### src/rtl/adc_ser_if.sv
`default_nettype none
// ============================================================================
// Module  : adc_ser_if
// Purpose : Serial-pin and sample-side bundle of the ADC serial responder.
// Revision: 1.0  initial release
// ============================================================================
interface adc_ser_if #(
    parameter int DATA_W = 16
);
    logic              sck_in;
    logic              cs_n_in;
    logic [DATA_W-1:0] sample_data;
    logic              sample_valid;
    logic              sdo;
    logic              sdo_oe;
    logic              busy;
    logic              frame_done;
    logic              frame_abort;
    logic              stale;
    logic              overrun;

    modport master (
        output sck_in, cs_n_in, sample_data, sample_valid,
        input  sdo, sdo_oe, busy, frame_done, frame_abort, stale, overrun
    );

    modport slave (
        input  sck_in, cs_n_in, sample_data, sample_valid,
        output sdo, sdo_oe, busy, frame_done, frame_abort, stale, overrun
    );
endinterface
`default_nettype wire

### src/rtl/adc_ser_responder.sv
`default_nettype none
// ============================================================================
// Module  : adc_ser_responder
// Purpose : Serves a held parallel sample MSB-first on an asynchronous
//           serial clock/select pair, with stale/abort/overrun reporting.
// Revision: 1.0  initial release
// ============================================================================
module adc_ser_responder #(
    parameter int DATA_W   = 16,
    parameter int SYNC_STG = 2
) (
    input  logic      clk_100,
    input  logic      reset,
    adc_ser_if.slave  bus
);
    localparam int                c_CNT_W = $clog2(DATA_W) + 1;
    localparam logic [c_CNT_W-1:0] c_LAST = c_CNT_W'(DATA_W - 1);

    typedef enum logic [1:0] {
        IDLE  = 2'd0,
        LOAD  = 2'd1,
        SHIFT = 2'd2,
        TAIL  = 2'd3
    } state_t;

    state_t              r_state, w_state_nxt;
    logic [SYNC_STG:0]   r_sck_sync;
    logic [SYNC_STG:0]   r_cs_sync;
    logic [DATA_W-1:0]   r_hold, w_hold_nxt;
    logic [DATA_W-1:0]   r_shift, w_shift_nxt;
    logic [c_CNT_W-1:0]  r_bit_cnt, w_cnt_nxt;
    logic                r_fresh, w_fresh_nxt;
    logic                r_sdo, w_sdo_nxt;
    logic                r_busy, w_busy_nxt;
    logic                r_stale, w_stale_nxt;
    logic                r_overrun, w_overrun_nxt;
    logic                r_done, w_done_nxt;
    logic                r_abort, w_abort_nxt;
    logic                w_sck_fall;
    logic                w_cs_fall;
    logic                w_cs_rise;

    // Top bit of each chain is the history flop; edges compare it with the
    // last synchronizer stage so detection latency is fixed.
    always_ff @(posedge clk_100) begin
        if (reset) begin
            r_sck_sync <= '0;
            r_cs_sync  <= '1;
        end else begin
            r_sck_sync <= {r_sck_sync[SYNC_STG-1:0], bus.sck_in};
            r_cs_sync  <= {r_cs_sync[SYNC_STG-1:0],  bus.cs_n_in};
        end
    end

    assign w_sck_fall = r_sck_sync[SYNC_STG]  & ~r_sck_sync[SYNC_STG-1];
    assign w_cs_fall  = r_cs_sync[SYNC_STG]   & ~r_cs_sync[SYNC_STG-1];
    assign w_cs_rise  = ~r_cs_sync[SYNC_STG]  &  r_cs_sync[SYNC_STG-1];

    always_ff @(posedge clk_100) begin
        if (reset) begin
            r_state   <= IDLE;
            r_hold    <= '0;
            r_shift   <= '0;
            r_bit_cnt <= '0;
            r_fresh   <= 1'b0;
            r_sdo     <= 1'b0;
            r_busy    <= 1'b0;
            r_stale   <= 1'b0;
            r_overrun <= 1'b0;
            r_done    <= 1'b0;
            r_abort   <= 1'b0;
        end else begin
            r_state   <= w_state_nxt;
            r_hold    <= w_hold_nxt;
            r_shift   <= w_shift_nxt;
            r_bit_cnt <= w_cnt_nxt;
            r_fresh   <= w_fresh_nxt;
            r_sdo     <= w_sdo_nxt;
            r_busy    <= w_busy_nxt;
            r_stale   <= w_stale_nxt;
            r_overrun <= w_overrun_nxt;
            r_done    <= w_done_nxt;
            r_abort   <= w_abort_nxt;
        end
    end

    always_comb begin
        w_state_nxt   = r_state;
        w_hold_nxt    = r_hold;
        w_shift_nxt   = r_shift;
        w_cnt_nxt     = r_bit_cnt;
        w_fresh_nxt   = r_fresh;
        w_sdo_nxt     = r_sdo;
        w_busy_nxt    = r_busy;
        w_stale_nxt   = r_stale;
        w_overrun_nxt = r_overrun;
        w_done_nxt    = 1'b0;
        w_abort_nxt   = 1'b0;

        case (r_state)
            IDLE: begin
                w_sdo_nxt = 1'b0;
                if (w_cs_fall) begin
                    w_state_nxt = LOAD;
                end
            end
            LOAD: begin
                if (w_cs_rise) begin
                    w_state_nxt = IDLE;
                    w_abort_nxt = 1'b1;
                    w_busy_nxt  = 1'b0;
                    w_sdo_nxt   = 1'b0;
                    w_stale_nxt = 1'b0;
                end else begin
                    w_shift_nxt = r_hold;
                    w_stale_nxt = ~r_fresh;
                    w_fresh_nxt = 1'b0;
                    w_cnt_nxt   = '0;
                    w_busy_nxt  = 1'b1;
                    w_sdo_nxt   = r_hold[DATA_W-1];
                    w_state_nxt = SHIFT;
                end
            end
            SHIFT: begin
                // Select release outranks a coincident shift edge.
                if (w_cs_rise) begin
                    w_state_nxt = IDLE;
                    w_abort_nxt = 1'b1;
                    w_busy_nxt  = 1'b0;
                    w_sdo_nxt   = 1'b0;
                    w_stale_nxt = 1'b0;
                end else if (w_sck_fall) begin
                    w_cnt_nxt   = r_bit_cnt + c_CNT_W'(1);
                    w_shift_nxt = {r_shift[DATA_W-2:0], 1'b0};
                    if (r_bit_cnt == c_LAST) begin
                        w_state_nxt = TAIL;
                        w_sdo_nxt   = 1'b0;
                    end else begin
                        w_sdo_nxt   = r_shift[DATA_W-2];
                    end
                end
            end
            TAIL: begin
                if (w_cs_rise) begin
                    w_state_nxt = IDLE;
                    w_done_nxt  = 1'b1;
                    w_busy_nxt  = 1'b0;
                    w_sdo_nxt   = 1'b0;
                    w_stale_nxt = 1'b0;
                end else if (w_sck_fall) begin
                    w_sdo_nxt     = 1'b0;
                    w_overrun_nxt = 1'b1;
                end
            end
            default: begin
                w_state_nxt = IDLE;
                w_sdo_nxt   = 1'b0;
            end
        endcase

        // A new sample always lands in the holding register, even mid-LOAD,
        // and stays marked fresh until a frame actually picks it up.
        if (bus.sample_valid) begin
            w_hold_nxt  = bus.sample_data;
            w_fresh_nxt = 1'b1;
        end
    end

    assign bus.sdo         = r_sdo;
    assign bus.sdo_oe      = (r_state != IDLE);
    assign bus.busy        = r_busy;
    assign bus.frame_done  = r_done;
    assign bus.frame_abort = r_abort;
    assign bus.stale       = r_stale;
    assign bus.overrun     = r_overrun;

endmodule
`default_nettype wire

### src/flat_wrapper.sv
// flat-port wrapper written by rule: the top's interface ports become plain ports
module adc_ser_responder_flat 
#(
    parameter int DATA_W   = 16,
    parameter int SYNC_STG = 2
)
  (clk_100, reset, bus_sck_in, bus_cs_n_in, bus_sample_data, bus_sample_valid, bus_sdo, bus_sdo_oe, bus_busy, bus_frame_done, bus_frame_abort, bus_stale, bus_overrun);
  adc_ser_if #(.DATA_W(DATA_W)) bus_i ();
  input  logic clk_100;
  input  logic reset;
  input wire logic [$bits(bus_i.sck_in)-1:0] bus_sck_in;
  input wire logic [$bits(bus_i.cs_n_in)-1:0] bus_cs_n_in;
  input wire logic [$bits(bus_i.sample_data)-1:0] bus_sample_data;
  input wire logic [$bits(bus_i.sample_valid)-1:0] bus_sample_valid;
  output wire logic [$bits(bus_i.sdo)-1:0] bus_sdo;
  output wire logic [$bits(bus_i.sdo_oe)-1:0] bus_sdo_oe;
  output wire logic [$bits(bus_i.busy)-1:0] bus_busy;
  output wire logic [$bits(bus_i.frame_done)-1:0] bus_frame_done;
  output wire logic [$bits(bus_i.frame_abort)-1:0] bus_frame_abort;
  output wire logic [$bits(bus_i.stale)-1:0] bus_stale;
  output wire logic [$bits(bus_i.overrun)-1:0] bus_overrun;
  assign bus_i.sck_in = bus_sck_in;
  assign bus_i.cs_n_in = bus_cs_n_in;
  assign bus_i.sample_data = bus_sample_data;
  assign bus_i.sample_valid = bus_sample_valid;
  assign bus_sdo = bus_i.sdo;
  assign bus_sdo_oe = bus_i.sdo_oe;
  assign bus_busy = bus_i.busy;
  assign bus_frame_done = bus_i.frame_done;
  assign bus_frame_abort = bus_i.frame_abort;
  assign bus_stale = bus_i.stale;
  assign bus_overrun = bus_i.overrun;
  adc_ser_responder #(.DATA_W(DATA_W), .SYNC_STG(SYNC_STG)) u_core (.clk_100(clk_100), .reset(reset), .bus(bus_i));
endmodule
### config.mk
export PLATFORM = sky130hd
export DESIGN_NAME = adc_ser_responder_flat
export DESIGN_NICKNAME = d
export VERILOG_FILES = /design/src/rtl/adc_ser_if.sv /design/src/rtl/adc_ser_responder.sv /design/src/flat_wrapper.sv
export SDC_FILE = /design/constraint.sdc
export NUM_CORES = 1
export LEC_CHECK = 0
export CORE_MARGIN = 2
export CORE_UTILIZATION = 45
export CTS_CLUSTER_SIZE = 24
export DETAILED_ROUTE_END_ITERATION = 16
export GPL_TIMING_DRIVEN = 1
export HOLD_SLACK_MARGIN = 0.08
export PLACE_DENSITY = 0.63
export RECOVER_POWER = 50
export SLEW_MARGIN = 5
export SYNTH_ARGS = -nofsm -noshare
export SYNTH_HDL_FRONTEND = slang
export SYNTH_SLANG_ARGS = --single-unit
### constraint.sdc
create_clock -name clk_100 -period 2.5 [get_ports clk_100]
set_clock_uncertainty 0.15 [all_clocks]
set_input_delay 0.375 -clock clk_100 [delete_from_list [all_inputs] [get_ports clk_100]]
set_output_delay 0.375 -clock clk_100 [all_outputs]
set_load 0.02 [all_outputs]
==> flow_summary.json, run 1 <==
{
  "status": "finished with violations",
  "failed_checks": "max-capacitance violations, max-slew violations",
  "postSynthCellCount": 218,
  "h-tree-depth": 2,
  "fin_util_pct": 55.0,
  "yosysTopAreaCell": "dfxtp_1",
  "ys_top_cells_by_area": "dfxtp_1 (47%), mux2i_1 (14%), a211oi_2 (7.4%)",
  "die_area_um2": 5440,
  "timing.hold.ws_ns": 0.267,
  "grt_antenna_before_repair": 0,
  "power_density_nw_per_um2": 846,
  "core-area_um2": 4720,
  "cts_resized": 0,
  "vdd_drop_max_mv": 0.529,
  "crit_fanout": 5,
  "stdcell_count": 312,
  "wire_per_inst_um": 12.3,
  "synth_warnings": 0,
  "n_antenna_cell": 0,
  "avgSynthCellArea_um2": 10.0,
  "yosysMostFrequentCell": "dfxtp_1",
  "grt_use_total_pct": 16.1,
  "tightestPinTransition_ns": 1.55,
  "initial_utilization_pct": 46.4,
  "ys_async_sr_fraction_pct": 0,
  "fin_nets": 271,
  "syn2layout_area_growth_pct": 18.6,
  "crit_chain": "inv_1 -> ha_1 -> inv_1 -> clkdlybuf4s50_1",
  "period_share_pct": 89.6,
  "grt_max_degree": 33,
  "worstSetupEndpointType": "output pin",
  "p_leak_nw": 0.984,
  "vias": 1562,
  "slowest_stage": "clkdlybuf4s50_1",
  "dp.cells": 304,
  "port_buffers": 27,
  "die_w_um": 73.8,
  "max_slew_margin_pct": -3.14,
  "fp.dieH_um": 73.8,
  "drt_wl_total_um": 3850,
  "n_fill_cell": 450,
  "cp_common_cell": "inv_1",
  "syn-num-nets": 245,
  "ys_types": 34,
  "cts_tree": "done",
  "grt_pass1_vias": 1545,
  "fin_ws_ns": 0.260,
  "viasPerCell": 5.01,
  "drive_gt1_share_pct": 13.1,
  "io_pins": 28,
  "grt_pass1_wl_um": 6820,
  "cap_violations": 1,
  "cp-start-kind": "flip-flop",
  "ant_nets": 0,
  "hold_viol_final": 0,
  "cts.clk_slew.worst_paths_ns": 0.09,
  "synth-seq-area-share_pct": 46.6,
  "place.gp.congestion": 0.814,
  "num_rows": 25,
  "synth_seq_cells": 51,
  "numCtsBuffers": 5,
  "path_class": "reg2out",
  "synthTopCellsByCount": "dfxtp_1 (51), nor2_1 (37), mux2i_1 (31)",
  "syn_area_um2": 2190,
  "crit_arrival_ns": 1.71,
  "drc_errors": 0,
  "hpwl_um": 2650,
  "cp.required_ns": 1.98,
  "pre_cts_slack_ns": 0.434,
  "slowest_delay_ns": 0.60,
  "synth-edff-count": 0,
  "rsz0062_at_grt": "no",
  "root_buffer": "clkbuf_8",
  "post-cts-setup-buffers": 0,
  "report.final.setup_viol": 0,
  "synthFlopType": "dfxtp_1",
  "cts.sink_count": 51,
  "insertion_delay_ns": 0.30,
  "min_period_ns": 2.24,
  "finalSetupTns_ns": 0,
  "maxSlewViolCount": 33,
  "drt-initial-drc-count": 48,
  "fmax_ghz": 0.446,
  "synth_top_area_share_pct": 46.6,
  "cts_buffer_depth": 2,
  "ctsHoldBuffers": 0,
  "holdCritPathClass": "reg2reg",
  "overflow": 0,
  "dr.pass1.iters": 4
}
metal layers:
| layer | track usage, % | part of all wire, % |
|---|---|---|
| met1 | 19.5 | 48 |
| met2 | 27.6 | 48 |
| met3 | 4.12 | 2.8 |
| met4 | 5.45 | 1.3 |
| met5 | 0 | 0 |
per-stage QoR:
step,power (mW),instance area (um2)
floorplan,1.58,2190
global placement,1.70,2500
detailed placement,1.71,2500
CTS,2.23,2600
global route,2.34,2600
finish,2.20,2600
state kept, by name (all words and copies together), names as in the netlist, 2 cells and up:
signal             cells
u_core.r_hold         16
u_core.r_shift        15
u_core.r_cs_sync       3
u_core.r_sck_sync      3
u_core.r_bit_cnt       5
u_core.r_state         2
final cells by class:
type                            count  area [um2]  area share (%)
Tap cell                           67        83.8            3.23
Multi-Input combinational cell    146        1060            40.9
Timing Repair Buffer               32         299            11.5
Sequential cell                    51        1020            39.3
Inverter                            8        30.0            1.16
Clock buffer                        8         100            3.85
where the power goes:
part	leakage, nW	switching, mW	internal (mW)
Sequential	0.418	0.0752	0.949
Clock	0.0515	0.258	0.253
Combinational	0.514	0.364	0.297
Total	0.984	0.698	1.50
worst max-delay path: cells and delay by family (launching register included):
| family | cells | cell delay [ns] |
|---|---|---|
| buffers and inverters | 3 | 0.78 |
| flip-flops | 1 | 0.42 |
| adder cells (fa/ha/maj) | 1 | 0.21 |
cells in the final DEF (no fill, tap or decap), drive strengths merged, types with 4 or more instances in the layout:
cell / instances
a21oi: 7
ha: 6
a211oi: 16
dfxtp: 51
clkbuf: 10
nand2: 8
buf: 4
inv: 8
clkdlybuf4s50: 24
nor2: 38
o21ai: 4
and3: 5
mux2i: 31
nor2b: 6
cell families (layout without fill, tap and decap cells):
group	after synthesis	after routing	synth area share, %
AOI/OAI and AO/OA	38	38	15.4
DFF	51	51	46.6
buffers and inverters	21	48	4.85
adders and majority gates	6	6	3.43
and+or+nand+nor	71	71	15.6
muxes	31	31	14.2
path summary, 6_finish.rpt:
check                           start  slack, ns                  end  cells after the start
setup / recovery    u_core.r_state[0]       0.26           bus_sdo_oe                      4
hold / removal    u_core.r_cs_sync[0]       0.27  u_core.r_cs_sync[1]                      1
setup reg to reg    u_core.r_state[0]       0.39   u_core.r_shift[12]                      7
hold reg to reg   u_core.r_cs_sync[0]       0.27  u_core.r_cs_sync[1]                      1
No activity file was read; power rests on OpenSTA's default activity.
==> inputs of run 2 (changes only) <==
- HOLD_SLACK_MARGIN: 0.08 -> 0.03
==> results of run 2 <==
Final layout, timing and power as in run 1 (identical DEF).
